===== src/rtl/spi_pkg.sv =====
// spi_pkg: shared SPI width default, mode and slave state types
package spi_pkg;
  localparam int SPI_DATA_WIDTH = 8;
  typedef enum logic [1:0] {MODE0, MODE1, MODE2, MODE3} spi_mode_e;
  typedef enum logic {IDLE, ACTIVE} spi_slv_state_e;
endpackage


===== src/rtl/spi_sync_edge.sv =====
// spi_sync_edge: multi-flop synchronizer with one-clk rise/fall pulses
module spi_sync_edge #(
  parameter int   SYNC_STAGES = 2,
  parameter logic RESET_VAL   = 1'b0
) (
  input  logic i_clk,
  input  logic i_rst_n,
  input  logic i_d,
  output logic o_rise,
  output logic o_fall
);
  logic [SYNC_STAGES-1:0] r_sync;
  logic                   r_last;
  always_ff @(posedge i_clk or negedge i_rst_n) begin
    if (!i_rst_n) begin
      r_sync <= {SYNC_STAGES{RESET_VAL}};
      r_last <= RESET_VAL;
    end else begin
      r_sync <= {r_sync[SYNC_STAGES-2:0], i_d};
      r_last <= r_sync[SYNC_STAGES-1];
    end
  end
  assign o_rise = r_sync[SYNC_STAGES-1] & ~r_last;
  assign o_fall = ~r_sync[SYNC_STAGES-1] & r_last;
endmodule


===== src/rtl/spi_slave.sv =====
// spi_slave: mode-0 SPI responder with single-entry tx holding register
module spi_slave
  import spi_pkg::*;
#(
  parameter int DATA_WIDTH  = SPI_DATA_WIDTH,
  parameter int SYNC_STAGES = 2
) (
  input  logic                  i_clk,
  input  logic                  i_rst_n,
  input  logic                  i_sck,
  input  logic                  i_cs,
  input  logic                  i_mosi,
  output logic                  o_miso,
  output logic                  o_miso_oe,
  input  logic [DATA_WIDTH-1:0] i_tx_data,
  input  logic                  i_tx_valid,
  output logic                  o_tx_ready,
  output logic [DATA_WIDTH-1:0] o_rx_data,
  output logic                  o_rx_valid,
  output logic                  o_underrun,
  output logic                  o_aborted
);
  localparam int CW = $clog2(DATA_WIDTH);
  spi_slv_state_e         r_state, w_state_next;
  logic [SYNC_STAGES-1:0] r_mosi_sync;
  logic [CW-1:0]          r_bit_cnt;
  logic [DATA_WIDTH-1:0]  r_tx_shift, r_hold, r_rx_data;
  logic [DATA_WIDTH-2:0]  r_rx_shift;
  logic                   r_hold_full, r_word_done, r_urun_pend;
  logic                   r_rx_valid, r_underrun, r_aborted;
  logic                   w_sck_rise, w_sck_fall, w_cs_rise, w_cs_fall;
  logic                   w_mosi, w_active, w_load, w_accept, w_last_bit;
  spi_sync_edge #(.SYNC_STAGES(SYNC_STAGES), .RESET_VAL(1'b0)) u_sck (
    .i_clk(i_clk), .i_rst_n(i_rst_n), .i_d(i_sck), .o_rise(w_sck_rise), .o_fall(w_sck_fall)
  );
  spi_sync_edge #(.SYNC_STAGES(SYNC_STAGES), .RESET_VAL(1'b1)) u_cs (
    .i_clk(i_clk), .i_rst_n(i_rst_n), .i_d(i_cs), .o_rise(w_cs_rise), .o_fall(w_cs_fall)
  );
  assign w_mosi     = r_mosi_sync[SYNC_STAGES-1];
  assign w_active   = r_state == ACTIVE;
  assign w_accept   = i_tx_valid & ~r_hold_full;
  assign w_last_bit = r_bit_cnt == CW'(DATA_WIDTH - 1);
  // next word is loaded at frame start or on the fall that closes a completed word
  assign w_load     = (~w_active & w_cs_fall) | (w_active & ~w_cs_rise & w_sck_fall & r_word_done);
  always_comb begin
    w_state_next = r_state;
    w_state_next = w_active ? (w_cs_rise ? IDLE : ACTIVE) : (w_cs_fall ? ACTIVE : IDLE);
  end
  always_ff @(posedge i_clk or negedge i_rst_n) begin
    if (!i_rst_n) r_state <= IDLE;
    else r_state <= w_state_next;
  end
  always_ff @(posedge i_clk or negedge i_rst_n) begin
    if (!i_rst_n) begin
      r_mosi_sync <= '0;
      r_bit_cnt   <= '0;
      r_tx_shift  <= '0;
      r_hold      <= '0;
      r_rx_data   <= '0;
      r_rx_shift  <= '0;
      r_hold_full <= 1'b0;
      r_word_done <= 1'b0;
      r_urun_pend <= 1'b0;
      r_rx_valid  <= 1'b0;
      r_underrun  <= 1'b0;
      r_aborted   <= 1'b0;
    end else begin
      r_mosi_sync <= {r_mosi_sync[SYNC_STAGES-2:0], i_mosi};
      r_rx_valid  <= 1'b0;
      r_underrun  <= 1'b0;
      r_aborted   <= 1'b0;
      if (w_accept) begin
        r_hold      <= i_tx_data;
        r_hold_full <= 1'b1;
      end else if (w_load) r_hold_full <= 1'b0;
      // underrun is reported on the word's first rise so a trailing load at frame end stays silent
      if (w_load) begin
        r_tx_shift  <= r_hold_full ? r_hold : '0;
        r_urun_pend <= ~r_hold_full;
      end else if (w_active & w_sck_fall) r_tx_shift <= {r_tx_shift[DATA_WIDTH-2:0], 1'b0};
      if (w_active & w_cs_rise) begin
        r_aborted   <= r_bit_cnt != '0;
        r_bit_cnt   <= '0;
        r_word_done <= 1'b0;
        r_urun_pend <= 1'b0;
      end else if (w_active & w_sck_rise) begin
        r_rx_shift  <= {r_rx_shift[DATA_WIDTH-3:0], w_mosi};
        r_underrun  <= r_urun_pend;
        r_urun_pend <= 1'b0;
        r_bit_cnt   <= w_last_bit ? '0 : r_bit_cnt + 1'b1;
        r_word_done <= w_last_bit;
        if (w_last_bit) begin
          r_rx_data  <= {r_rx_shift, w_mosi};
          r_rx_valid <= 1'b1;
        end
      end else if (w_active & w_sck_fall) r_word_done <= 1'b0;
    end
  end
  assign o_miso     = w_active & r_tx_shift[DATA_WIDTH-1];
  assign o_miso_oe  = w_active;
  assign o_tx_ready = ~r_hold_full;
  assign o_rx_data  = r_rx_data;
  assign o_rx_valid = r_rx_valid;
  assign o_underrun = r_underrun;
  assign o_aborted  = r_aborted;
endmodule


===== config.mk =====
export PLATFORM = sky130hd
export DESIGN_NAME = spi_slave
export DESIGN_NICKNAME = d
export VERILOG_FILES = /design/src/rtl/spi_pkg.sv /design/src/rtl/spi_sync_edge.sv /design/src/rtl/spi_slave.sv
export SDC_FILE = /design/constraint.sdc
export NUM_CORES = 1
export LEC_CHECK = 0
export CORE_MARGIN = 3
export CORE_UTILIZATION = 53
export DETAILED_ROUTE_END_ITERATION = 7
export HOLD_SLACK_MARGIN = 0.03
export PLACE_DENSITY = 0.78
export SLEW_MARGIN = 30
export SYNTH_ARGS = -nofsm -noshare
export SYNTH_HDL_FRONTEND = slang
export SYNTH_SLANG_ARGS = --single-unit

===== constraint.sdc =====
create_clock -name i_clk -period 2.2 [get_ports i_clk]
set_clock_uncertainty 0.2 [all_clocks]
set_input_delay 0.66 -clock i_clk [delete_from_list [all_inputs] [get_ports i_clk]]
set_output_delay 0.66 -clock i_clk [all_outputs]
set_load 0.005 [all_outputs]

==> results.cfg, run 1 <==
[outcome]
status = complete, no violations

[clocking]
htreeDepth = 2
ctsHoldBuffers = 0
cts_tree = done
cts_root_buf = clkbuf_8
clk_pin_slew_ps = 80
cts_buffers = 5
clockBufferDepth = 2
cts_sinks = 49
clk_latency_ps = 300

[die]
die_x_um = 67.1
die_h_um = 67.1
num_rows = 21
ioPinCount = 28
dieArea_um2 = 4500
start_util_pct = 57.0
core_um2 = 3470

[power]
p_sw_w = 0.000651
combPwrFrac_pct = 24.5
power_density_nw_per_um2 = 968
vdd_ir_drop_max_mv = 0.554
power.internal_w = 0.00169
cellLeakagePower_nw = 1.11
clock_power_share_pct = 21.5
p_seq_share_pct = 54.0
p_sw_share_pct = 27.8

[drt]
vias = 1156
finalWirelength_um = 3350
ant_nets = 0
dr.pass1.iters = 4
wl_per_cell_um = 14.8
drt_iter0_markers = 35
post_drt_via_cell_ratio = 5.12
drcViolationCount = 0

[layout]
drive_above_1_share_pct = 28.3
nNetsFinal = 196
nFillCells = 269
post-route-util_pct = 69.7
n_antenna_cell = 0
area_growth_pct = 22.2

[timing]
final_hold_viol_count = 0
drv_slew = 0
layout_min_cycle_time_ps = 2150
tightest_slew_ps = 573
tns_ps = 0
fin_crit_sh_pct = 97.6
max-slew-margin-rel_pct = 61.4
fmax_mhz = 466
setup_viol = 0
rsz0062_at_grt = no

[logic_synthesis]
netlist_area_um2 = 1980
synth_area_leaders = dfrtp_1 (58%), mux2_2 (14%), dfstp_2 (4.0%)
synth_warnings = 0
ys_seq_area_share_pct = 62.2
synth_cell_types = 31
synth_top_area_share_pct = 58.2
syn_nets = 160
synth_top_area_cell = dfrtp_1
syn_inst = 143
ys_ff_latch = 49
avgSynthCellArea_um2 = 13.8

[flow_run]
maxCapViolCount = 0

[global_routing]
grt.met1_usage_pct = 19.0
grt.met2_usage_pct = 30.7
antenna_found_initial = 0
met3_usage_pct = 4.38
first_global_vias = 1296
overflow = 0
grt_pass1_wl_um = 5690
busiest_layer = met2
grt_max_degree = 50
grt_usage_pct = 17.4

[worst_setup_path]
cp-start-kind = flip-flop
r2r_setup_slack_ps = 300
cp_max_fo = 3
arrival_ps = 1290
cp_data_required_time_ps = 1340
critPathKind = reg -> out
end_kind = output port

[worst_hold_path]
hold_class = in -> async

[placement]
hpwlAfterDp_um = 2400
placement.io_buffers = 27
place_congestion = 0.736
-- synthesized netlist by cell type (all sizes together) --
cell type	number
and2	9
o21ai	2
mux2i	7
nand2b	2
nand3b	1
buf	4
inv	7
nand2	7
a21o	1
nor2b	2
dfstp	3
o22ai	2
dfrtp	46
and3	1
clkbuf	1
a22o	3
nor2	7
and2b	1
o32a	1
nand3	1
mux2	25
a21oi	7
ha	3
-- final timing paths --
| path | start | to | depth (start not counted) |
|---|---|---|---|
| min | i_rst_n | r_tx_shift[6] | 2 |
| max in group asynchronous | i_rst_n | u_cs.r_sync[0] | 2 |
| max | o_miso_oe | o_miso | 2 |
| max reg2reg | u_cs.r_last | o_rx_data[7] | 4 |
| min reg2reg | r_mosi_sync[0] | r_mosi_sync[1] | 0 |
| min in group i_clk | r_mosi_sync[0] | r_mosi_sync[1] | 0 |
-- cells by family after synthesis --
| group | share of synthesized area, % |
|---|---|
| adders and majority gates | 1.90 |
| buffers and inverters | 2.97 |
| muxes | 18.0 |
| DFF | 62.2 |
| AOI/OAI and AO/OA | 5.88 |
| and+or+nand+nor | 9.11 |
-- sequential cells by signal, indices dropped and copies added (netlist names), 2 cells and up --
| signal | flops |
|---|---|
| r_hold | 8 |
| o_rx_data | 8 |
| r_bit_cnt | 3 |
| r_mosi_sync | 2 |
| r_tx_shift | 8 |
| u_sck.r_sync | 2 |
| r_rx_shift | 7 |
| u_cs.r_sync | 2 |
-- routing by layer --
layer	up-vias	share of wire [%]
li1	553	-
met1	570	40
met2	23	54
met3	10	3.2
met4	0	2.7
met5	-	0
-- worst max-delay path, cell delays in order (launching register included) --
cell             delay [ps]
dfrtp_1                 390
and2_2                  170
clkdlybuf4s50_1         430
-- layout make-up --
cell class	count	area [µm²]	area share, %
clock buffers	6	72.6	3.00
multi-input cells	82	689	28.5
repair buffers	34	330	13.7
inverters	7	26.3	1.09
clock inverters	2	10.0	0.414
flip-flops and latches	49	1230	50.9
well taps	46	57.6	2.38
-- power by group through the flow --
stage / Clock [W] / Combinational (W) / Sequential, W
2_1_floorplan: 0 / 0.000406 / 0.00123
6_report: 0.000503 / 0.000574 / 0.00126
4_1_cts: 0.000523 / 0.000579 / 0.00126
5_1_grt: 0.000548 / 0.000640 / 0.00129
3_5_place_dp: 0 / 0.000544 / 0.00130
3_3_place_gp: 0 / 0.000505 / 0.00128
-- cells in the final DEF, fill, tap and decap left out, types with 3 or more instances in the layout --
master            n
nor2_1            7
ha_1              3
dfrtp_1          45
nand2_1           6
a21oi_1           7
dfstp_2           3
a22o_1            3
inv_1             7
mux2_2           24
clkbuf_8          5
buf_4             6
mux2i_1           7
clkdlybuf4s50_1  26
and2_1            8
-- through the flow --
step	cells	instance area, µm²	total power [W]	hold slack (ps)	setup slack [ps]
after floorplan	143	1980	0.00164	131	451
after global placement	215	2310	0.00178	136	148
after detailed placement	215	2310	0.00184	137	106
after CTS	224	2400	0.00236	136	32.7
after global routing	226	2420	0.00248	146	9.17
final	226	2420	0.00234	134	53.3
-- what timing repair did --
item | CTS | global route
endpoints found under the setup margin | 1 | 1
setup buffers | 1 | 2
gates resized for setup | 1 | 0
(Power assumes the default switching activity.)
==> run 2, diff against run 1 <==
--- a/config.mk
+++ b/config.mk
@@ -7,6 +7,7 @@
 export LEC_CHECK = 0
 export CORE_MARGIN = 3
 export CORE_UTILIZATION = 53
+export CTS_CLUSTER_SIZE = 24
 export DETAILED_ROUTE_END_ITERATION = 7
 export HOLD_SLACK_MARGIN = 0.03
 export PLACE_DENSITY = 0.78
==> constraint.sdc (replaced) <==
create_clock -name i_clk -period 2.2 [get_ports i_clk]
set_clock_uncertainty 0.2 [all_clocks]
set_input_delay 0.66 -clock i_clk [delete_from_list [all_inputs] [get_ports i_clk]]
set_output_delay 0.66 -clock i_clk [all_outputs]
set_load 0.05 [all_outputs]
==> run 2 against run 1 <==
  * Count of clock-buffer cells in the layout shrank 1
  * Setup slack gained 110 ps
  * Sequential power is essentially flat
  * Critical path type unchanged
==> results.cfg, run 2 (synthesized netlist as in run 1, its figures left out) <==
[power]
clock_power_share_pct = 23.8
p_sw_w = 0.000716
p_sw_share_pct = 28.3
power_density_nw_per_um2 = 1050
cellLeakagePower_nw = 1.14
power.internal_w = 0.00182
vdd_ir_drop_max_mv = 0.795
combPwrFrac_pct = 25.3
total_power_w = 0.00253
p_seq_share_pct = 50.9

[global_routing]
overflow = 0
antenna_found_initial = 0
first_global_vias = 1256
grt_pass1_wl_um = 5780
grt_usage_pct = 17.5
grt_max_degree = 28

[drt]
drt_iter0_markers = 46
wl_per_cell_um = 15.1
drcViolationCount = 0
ant_nets = 0
post_drt_via_cell_ratio = 5.20
vias = 1159
dr.pass1.iters = 2
finalWirelength_um = 3370

[layout]
nNetsFinal = 194
final_cell_mix = dfrtp_1 (45), mux2_2 (24), buf_4 (16), clkdlybuf4s50_1 (12), and2_1 (8)
n_antenna_cell = 0
fin_area_um2 = 2410
area_growth_pct = 22.0
drive_above_1_share_pct = 35.6
mostFrequentLayoutCell = dfrtp_1

[clocking]
cts_root_buf = clkbuf_8
clockBufferDepth = 2
cts_tree = done
cts_sinks = 49
clk_pin_slew_ps = 90
post_cts.repair.setup_buffers = 0
clk_latency_ps = 300
cts_buffers = 5
htreeDepth = 2

[die]
dieArea_um2 = 4500
die_x_um = 67.1
start_util_pct = 57.0
num_rows = 21
core_um2 = 3470
ioPinCount = 28
die_h_um = 67.1

[worst_setup_path]
cp_data_required_time_ps = 1340
end_kind = output port
arrival_ps = 1170
cp-start-kind = flip-flop
critPathKind = reg -> out
crit-reg2reg-launch = u_cs.r_sync[1]
cp_max_fo = 10
startpoint = o_miso_oe

[worst_hold_path]
hold_class = in -> async

[timing]
drv_slew = 0
fmax_mhz = 492
final_hold_viol_count = 0
max-slew-margin-rel_pct = 61.5
layout_min_cycle_time_ps = 2030
hold_ws_ps = 151
fin_crit_sh_pct = 92.4
rsz0062_at_grt = no
tightest_slew_ps = 571
tns_ps = 0
setup_viol = 0

[flow_run]
maxCapViolCount = 0

[outcome]
status = complete, no violations

[placement]
place_congestion = 0.728
postPlaceCellArea_um2 = 2310
placement.io_buffers = 27
hpwlAfterDp_um = 2490
[run 2: power groups by stage]
stage / clock network (W) / registers [W] / logic (W)
2_1_floorplan: 0 / 0.00125 / 0.000461
3_3_place_gp: 0 / 0.00128 / 0.000610
3_5_place_dp: 0 / 0.00130 / 0.000654
4_1_cts: 0.000618 / 0.00129 / 0.000655
5_1_grt: 0.000661 / 0.00132 / 0.000710
6_report: 0.000602 / 0.00129 / 0.000641
[run 2: area by class of cell]
| cell class | count | area, µm² |
|---|---|---|
| clock buffers | 5 | 68.8 |
| fillers | 271 | 1050 |
| multi-input cells | 82 | 689 |
| repair buffers | 32 | 305 |
| inverters | 7 | 26.3 |
| clock inverters | 2 | 35.0 |
| well taps | 46 | 57.6 |
| flip-flops and latches | 49 | 1230 |
[run 2: per-stage QoR]
stage          setup slack [ps]  instances  util [%]
5_1_grt                     107        223      69.6
4_1_cts                    4.63        223      69.6
3_3_place_gp                148        216      66.6
2_1_floorplan               214        143         -
3_5_place_dp               97.1        216      66.6
6_report                    168        223      69.6
[run 2: worst paths after layout]
kind                                  endpoint  slack, ps  depth (start not counted)
worst max-delay path                    o_miso        170                          2
worst min-delay path                 r_hold[7]        150                          1
worst max register to register     r_urun_pend        360                          4
worst min register to register  u_cs.r_sync[1]        160                          0
max in group asynchronous         r_bit_cnt[2]       1030                          2
min in group i_clk              u_cs.r_sync[1]        160                          0
[run 2: routing by layer]
metal	part of all wire, %	vias to the layer above	track usage [%]
li1	-	552	-
met1	39	576	20.0
met2	54	22	30.7
met3	4.3	9	5.06
met4	2.3	0	6.84
met5	0	-	0
[run 2: critical path: stages, from the launching register on]
cell and delay (ps):
dfrtp_2 510, and2_2 230, buf_12 150
[run 2: repair_timing]
item                                   CTS  global route
setup endpoints to repair                0             1
gates resized for setup                  0             1
hold buffers                             0             0
endpoints found under the hold margin    0             0
